## src/rtl/riscv_pkg.sv

```systemverilog
// Shared RISC-V core definitions: address width, canonical NOP and the icache FSM encoding.
package riscv_pkg;

    localparam int unsigned XLEN = 32;

    // addi x0, x0, 0
    localparam logic [31:0] NOP_INSTR = 32'h0000_0013;

    typedef enum logic [1:0] {
        ICACHE_IDLE,
        ICACHE_REFILL,
        ICACHE_UPDATE
    } icache_state_t;

endpackage

```

## src/rtl/icache_refill.sv

```systemverilog
// Refill engine for the direct-mapped icache: sequences one line of word requests on the
// valid/ack memory bus, tracks the fill word, and decides whether the finished line may be marked valid.
module icache_refill
    import riscv_pkg::*;
#(
    parameter  int unsigned XLEN       = 32,
    parameter  int unsigned LINE_WORDS = 4,
    localparam int unsigned WBITS      = $clog2(LINE_WORDS),
    localparam int unsigned OFFS       = 2 + WBITS,
    localparam int unsigned LBITS      = XLEN - OFFS
) (
    input  logic              clk,
    input  logic              reset,
    input  logic              miss_i,
    input  logic [LBITS-1:0]  miss_line_i,
    input  logic              flush_i,
    output icache_state_t     state_o,
    output logic [LBITS-1:0]  line_o,
    output logic              wr_en_o,
    output logic [WBITS-1:0]  wr_word_o,
    output logic              line_done_o,
    output logic              mem_req_o,
    output logic [XLEN-1:0]   mem_adr_o,
    input  logic              mem_ack_i
);

    icache_state_t     state_q, state_d;
    logic [WBITS-1:0]  cnt_q, cnt_d;
    logic              req_q, req_d;
    logic [XLEN-1:0]   adr_q, adr_d;
    logic [LBITS-1:0]  line_q, line_d;
    logic              drop_q, drop_d;

    always_comb begin
        state_d = state_q;
        cnt_d   = cnt_q;
        req_d   = req_q;
        adr_d   = adr_q;
        line_d  = line_q;
        drop_d  = drop_q;
        case (state_q)
            ICACHE_IDLE: begin
                if (miss_i) begin
                    state_d = ICACHE_REFILL;
                    line_d  = miss_line_i;
                    req_d   = 1'b1;
                    adr_d   = {miss_line_i, {OFFS{1'b0}}};
                    cnt_d   = '0;
                    drop_d  = 1'b0;
                end
            end
            ICACHE_REFILL: begin
                // A flush during the fill must not let this (possibly stale) line become valid.
                if (flush_i) drop_d = 1'b1;
                if (mem_ack_i) begin
                    cnt_d = cnt_q + 1'b1;
                    adr_d = adr_q + XLEN'(4);
                    if (cnt_q == WBITS'(LINE_WORDS - 1)) begin
                        req_d   = 1'b0;
                        state_d = ICACHE_UPDATE;
                    end
                end
            end
            ICACHE_UPDATE: begin
                state_d = ICACHE_IDLE;
                drop_d  = 1'b0;
            end
            default: state_d = ICACHE_IDLE;
        endcase
    end

    always_ff @(posedge clk) begin
        if (reset) begin
            state_q <= ICACHE_IDLE;
            cnt_q   <= '0;
            req_q   <= 1'b0;
            adr_q   <= '0;
            line_q  <= '0;
            drop_q  <= 1'b0;
        end else begin
            state_q <= state_d;
            cnt_q   <= cnt_d;
            req_q   <= req_d;
            adr_q   <= adr_d;
            line_q  <= line_d;
            drop_q  <= drop_d;
        end
    end

    assign state_o     = state_q;
    assign line_o      = line_q;
    assign wr_en_o     = (state_q == ICACHE_REFILL) && mem_ack_i && !reset;
    assign wr_word_o   = cnt_q;
    assign line_done_o = (state_q == ICACHE_UPDATE) && !drop_q && !flush_i && !reset;
    assign mem_req_o   = req_q;
    assign mem_adr_o   = adr_q;

endmodule

```

## src/rtl/icache.sv

```systemverilog
// Direct-mapped instruction cache: valid/tag/data arrays with asynchronous read, zero-latency hit path,
// and a refill engine that fills whole lines from a word-wide valid/ack memory bus.
module icache
    import riscv_pkg::*;
#(
    parameter int unsigned LINE_WORDS = 4,
    parameter int unsigned NB_LINES   = 16
) (
    input  logic             clk,
    input  logic             reset,
    input  logic [XLEN-1:0]  icache_adr_i,
    input  logic             icache_flush_i,
    output logic [31:0]      icache_instr_o,
    output logic             icache_stall_o,
    output logic             mem_req_o,
    output logic [XLEN-1:0]  mem_adr_o,
    input  logic             mem_ack_i,
    input  logic [31:0]      mem_rdata_i
);

    localparam int unsigned WBITS = $clog2(LINE_WORDS);
    localparam int unsigned IBITS = $clog2(NB_LINES);
    localparam int unsigned OFFS  = 2 + WBITS;
    localparam int unsigned LBITS = XLEN - OFFS;
    localparam int unsigned TBITS = LBITS - IBITS;

    logic [31:0]       data_q [NB_LINES][LINE_WORDS];
    logic [TBITS-1:0]  tag_q  [NB_LINES];
    logic [NB_LINES-1:0] valid_q;

    logic [WBITS-1:0]  word;
    logic [IBITS-1:0]  idx;
    logic [TBITS-1:0]  tag;
    logic              hit;
    logic              unused_adr_bits;

    icache_state_t     state;
    logic [LBITS-1:0]  fill_line;
    logic [IBITS-1:0]  fill_idx;
    logic              wr_en;
    logic [WBITS-1:0]  wr_word;
    logic              line_done;

    assign word            = icache_adr_i[2 +: WBITS];
    assign idx             = icache_adr_i[OFFS +: IBITS];
    assign tag             = icache_adr_i[XLEN-1 -: TBITS];
    assign unused_adr_bits = ^icache_adr_i[1:0];
    assign fill_idx        = fill_line[IBITS-1:0];

    assign hit            = (state == ICACHE_IDLE) && valid_q[idx] && (tag_q[idx] == tag);
    assign icache_instr_o = (hit && !reset) ? data_q[idx][word] : NOP_INSTR;
    assign icache_stall_o = !reset && ((state != ICACHE_IDLE) || !hit);

    icache_refill #(
        .XLEN       (XLEN),
        .LINE_WORDS (LINE_WORDS)
    ) u_refill (
        .clk         (clk),
        .reset       (reset),
        .miss_i      ((state == ICACHE_IDLE) && !hit),
        .miss_line_i (icache_adr_i[XLEN-1:OFFS]),
        .flush_i     (icache_flush_i),
        .state_o     (state),
        .line_o      (fill_line),
        .wr_en_o     (wr_en),
        .wr_word_o   (wr_word),
        .line_done_o (line_done),
        .mem_req_o   (mem_req_o),
        .mem_adr_o   (mem_adr_o),
        .mem_ack_i   (mem_ack_i)
    );

    // Flush takes priority over a same-cycle valid-set from the refill engine.
    always_ff @(posedge clk) begin
        if (reset || icache_flush_i) begin
            valid_q <= '0;
        end else if (line_done) begin
            valid_q[fill_idx] <= 1'b1;
        end
    end

    always_ff @(posedge clk) begin
        if (wr_en) begin
            data_q[fill_idx][wr_word] <= mem_rdata_i;
        end
        if (line_done) begin
            tag_q[fill_idx] <= fill_line[LBITS-1:IBITS];
        end
    end

endmodule

```

## config.mk

```make
export PLATFORM = sky130hd
export DESIGN_NAME = icache
export DESIGN_NICKNAME = d
export VERILOG_FILES = /design/src/rtl/riscv_pkg.sv /design/src/rtl/icache_refill.sv /design/src/rtl/icache.sv
export SDC_FILE = /design/constraint.sdc
export NUM_CORES = 2
export LEC_CHECK = 0
export CAP_MARGIN = 20
export CELL_PAD_IN_SITES_DETAIL_PLACEMENT = 1
export CELL_PAD_IN_SITES_GLOBAL_PLACEMENT = 1
export CORE_MARGIN = 1.5
export CORE_UTILIZATION = 30
export CTS_CLUSTER_DIAMETER = 40
export CTS_CLUSTER_SIZE = 25
export DETAILED_ROUTE_END_ITERATION = 10
export GPL_ROUTABILITY_DRIVEN = 0
export HOLD_SLACK_MARGIN = 0.03
export MAX_ROUTING_LAYER = met4
export PLACE_DENSITY_LB_ADDON = 0.1
export SYNTH_ARGS = -nofsm -noshare
export SYNTH_HDL_FRONTEND = slang
export SYNTH_SLANG_ARGS = --single-unit
export TNS_END_PERCENT = 1
```

## constraint.sdc

```tcl
create_clock -name clk -period 5.43 [get_ports clk]
set_input_delay 0.8145 -clock clk [delete_from_list [all_inputs] [get_ports clk]]
set_output_delay 0.8145 -clock clk [all_outputs]
set_load 0.02 [all_outputs]
```

==> results list <==
* Critical path data required time: 4.62 ns
- OpenSTA, run right after detailed placement, puts the worst setup slack at -0.09671 ns.
- I/O pins: 134
- CTS tree: done
- Cell class contributing the biggest share of worst-path delay: buffers and inverters
- After detailed routing, the average wire length per cell comes to 31.17 µm.
- Clock-pin slew was measured on the worst setup and hold paths at 0.06 ns.
* Number of antenna violations at the first check in global routing: 44
- Cell with the most instances after synthesis: sky130_fd_sc_hd__edfxtp_1
- The synthesized design contains 2432 enable-type register cells.
- Counting flops and latches in the post-synthesis netlist gives 2512.
- Vias per Instance: 4.933
- Total number of yosys warnings: 0
- Biggest area contributors in the synthesized netlist: sky130_fd_sc_hd__edfxtp_1 75%, sky130_fd_sc_hd__mux4_2 17%, sky130_fd_sc_hd__dfxtp_1 1.6%
* Main synth FF type: sky130_fd_sc_hd__edfxtp_1
- For this design, the slowest cell found on the critical path is sky130_fd_sc_hd__mux4_2.
- The die covers 0.3276 mm².
* Synthesis-to-finish area growth: 25.32%
* Worst-margin pin slew: 1.054 ns
* Most used cell along the critical path: sky130_fd_sc_hd__buf_12
- Entering global routing, the biggest net connects 88 pins.
* Cell type with the largest total area after synthesis: sky130_fd_sc_hd__edfxtp_1
- The longest clock path from root to sink contains 4 buffers.
- After synthesis, the largest family of logic cells by area is multiplexers.
- Once the floorplan was initialized, standard cells occupied 30.21% of the core.
- Fraction of layout instances using a drive strength above 1: 37.84%
* Remaining global-route overflow: 0
- Counting flops with an async set or reset pin after synthesis yields a share of 0%.
* Total detailed-routing wirelength: 296700 µm
- After layout, the worst setup slack is 0.1748 ns.
- Fin Clk Skew: 0.06707 ns
- Largest fanout on the critical path: 19
- In this run the horizontal extent of the chip is 572.4 µm.
- The final count of hold timing violations is 0.
- Post-route minimum period: 5.255 ns
- Endpoint type of the worst setup path: output port
- With fillers left out, the area of the finished cells amounts to 0.1219 mm².
- Vias after detailed routing: 46971
- In the routed design, unresolved DRC markers number 0.
* Vertical extent of the die: 572.4 µm
* TritonCTS Sinks: 2512
- On the worst path, the slowest cell contributes a delay of 0.51 ns.
- Data arrival time of the worst path: 4.44 ns
- Summing the areas of all and, or, nand and nor instances in the mapped netlist gives 1.727% of the synthesized area.
- The count of pins over their slew limit was 0.
* Placed Area: 0.1064 mm²
* Estimated wirelength of the detail-placed design: 175300 µm
- Synthesized-area fraction occupied by adder cells: 0.06433%
* Crit-path cells: buf_8, buf_12, buf_12, mux4_2, mux2i_1, mux2i_1, xnor2_1, buf_4, o2111ai_1, nor4_4, nand3_4, buf_12, buf_4, nor2b_1, buf_12, buf_12
* Post-synthesis sequential area ratio: 76.74%
- For this run, the detailed router's first-pass iteration total came to 5.
* Top cells by count, synth: 2432 x sky130_fd_sc_hd__edfxtp_1, 755 x sky130_fd_sc_hd__mux4_2, 113 x sky130_fd_sc_hd__nor2_1
- For this run, the total global-route usage over all layers was measured as 18.72%.
* Critical Path Start Type: input pin
* Number of setup violations in the final report: 0
- In the finished design, the share of the clock period the worst path needs comes to 96.78%.
* Number of cell rows: 208
- Result of the run: completed
- Layout net count: 4899
- Cell at the root of the clock tree: sky130_fd_sc_hd__clkbuf_16
* Post-synth cell types: 68
* Highest clock frequency the design can meet: 190.3 MHz
* Number of global-route vias before repair: 51090
- For this block, the initial DRC count from the detailed router was 3867.
- Count of antenna-violating nets left after detailed routing: 0
- Power spread over the standard cell area amounts to 422.0 mW/mm².
- Synthesized-area fraction occupied by ao, oa, aoi and oai cells: 1.414%
- Buffers inserted during clock tree synthesis total 437.
* Hold Crit Class: in2reg
- Hold WS: 0.2729 ns
- Global-route wire length before repair: 414700 µm
* Worst IR Drop VDD: 0.0002658 V
* Leakage Power: 38.87 nW
* Setup slack on the worst flop-to-flop path: 1.89 ns
- Number of port buffers: 129
- Area share of xor/xnor cells in the synthesized design: 0.2071%
- After synthesis, the mean cell area works out to 23.22 µm².
* Worst slew margin: 29.70%
* Type of the setup path with the least slack: in2out
- Area share of the leading cell type in the synthesized netlist: 75.09%
- Number of instances in the synthesized netlist: 4188
- The critical path contains buffers and inverters numbering 8 combined.
- The clock tree synthesis step divided the H-tree into 5 levels.
- Max-cap violations in this run came to 0.
* Mux contribution to synthesized area: 18.62%
- Setup repair after global routing left no endpoint under its margin.
* Insertion delay to the later sink of the worst-skew pair: 0.91 ns
- The synthesized netlist occupies a cell area of 0.09725 mm².
- The core region is 0.3219 mm².
[cells by family after synthesis]
family	count (synthesis)
fa+ha+maj	5
compound gates	175
other cells	1
mux	864
xor+xnor	23
simple gates	354
flops	2512
buf+inv	254
[power breakdown]
| group | switching [mW] | total (mW) | leakage, nW | internal (mW) |
|---|---|---|---|---|
| Combinational | 1.26 | 2.14 | 8.95 | 0.881 |
| Clock | 10.1 | 27.9 | 7.24 | 17.8 |
| Sequential | 0.0775 | 21.4 | 22.7 | 21.3 |
[cell type report]
cell class | count | area, µm²
fill | 30444 | 200000
sequential | 2512 | 74630
multi-input combinational | 1423 | 22090
clock buffer | 484 | 11210
tap | 4305 | 5386
timing repair buffer | 428 | 4592
clock inverter | 327 | 3841
inverter | 24 | 91.34
antenna | 18 | 45.04
[per-stage QoR]
step | setup TNS (ns) | total power [mW] | util (%) | cells
after floorplan | 0 | 22.87 | - | 4189
after global placement | -0.8059 | 23.92 | 33.05 | 8673
after detailed placement | -0.7505 | 23.95 | 33.05 | 8673
after CTS | 0 | 52.11 | 37.72 | 9484
after global routing | 0 | 53.04 | 37.85 | 9512
final | 0 | 51.44 | 37.86 | 9521
[timing repair]
item,CTS,global route
pin swaps,2,0
hold buffers,0,0
endpoints found under the setup margin,14,2
gates resized for setup,14,2
buffers inserted,0,0
endpoints found under the hold margin,0,0
[per-layer routing]
metal	vias to the layer above	track usage, %	wire [µm]
li1	19473	-	-
met5	-	-	0
met2	1083	29.75	144300
met1	26014	25.15	132400
met4	0	4.309	6068
met3	401	3.155	14030
[registers in the layout, summed over array words and instances (netlist names)]
| register | count |
|---|---|
| u_refill.mem_req_o | 1 |
| u_refill.wr_word_o | 2 |
| u_refill.drop_q | 1 |
| valid_q | 16 |
| data_q | 2048 |
| u_refill.mem_adr_o | 30 |
| u_refill.line_o | 28 |
| u_refill.state_o | 2 |
| tag_q | 384 |
[worst paths after layout]
check	from	endpoint	depth (start not counted)
setup / recovery	icache_adr_i[5]	icache_instr_o[20]	16
hold / removal	mem_rdata_i[9]	data_q[14][9]	1
setup reg to reg	tag_q[9][13]	u_refill.mem_adr_o[6]	12
hold reg to reg	valid_q[4]	valid_q[4]	1
[cells in the final DEF, fill, tap and decap left out, types with 8 or more instances in the layout]
cell,count
sky130_fd_sc_hd__edfxtp_1,2432
sky130_fd_sc_hd__mux4_2,755
sky130_fd_sc_hd__clkbuf_16,440
sky130_fd_sc_hd__buf_4,220
sky130_fd_sc_hd__mux2i_1,101
sky130_fd_sc_hd__buf_12,101
sky130_fd_sc_hd__nand2_1,92
sky130_fd_sc_hd__nor2_4,80
sky130_fd_sc_hd__dfxtp_1,80
sky130_fd_sc_hd__clkinv_2,68
sky130_fd_sc_hd__bufinv_16,59
sky130_fd_sc_hd__clkdlybuf4s50_1,59
sky130_fd_sc_hd__inv_6,50
sky130_fd_sc_hd__clkinvlp_4,49
sky130_fd_sc_hd__clkinv_4,42
sky130_fd_sc_hd__clkbuf_1,41
sky130_fd_sc_hd__clkinv_1,38
sky130_fd_sc_hd__nor2b_1,37
sky130_fd_sc_hd__nor2_1,33
sky130_fd_sc_hd__buf_2,33
sky130_fd_sc_hd__nand3_1,25
sky130_fd_sc_hd__a22oi_1,24
sky130_fd_sc_hd__inv_1,22
sky130_fd_sc_hd__o21a_1,22
sky130_fd_sc_hd__o21ai_0,19
sky130_fd_sc_hd__diode_2,18
sky130_fd_sc_hd__a21oi_1,18
sky130_fd_sc_hd__a21boi_0,18
sky130_fd_sc_hd__nor3_1,17
sky130_fd_sc_hd__and3_1,14
sky130_fd_sc_hd__xnor2_1,13
sky130_fd_sc_hd__o311ai_0,12
sky130_fd_sc_hd__nand4_1,11
sky130_fd_sc_hd__xor2_1,9
sky130_fd_sc_hd__o32ai_2,9
sky130_fd_sc_hd__dlygate4sd2_1,9
sky130_fd_sc_hd__mux2_2,8
sky130_fd_sc_hd__nor4_1,8
sky130_fd_sc_hd__inv_16,8
Note: power is estimated with default switching activity, not from simulation.
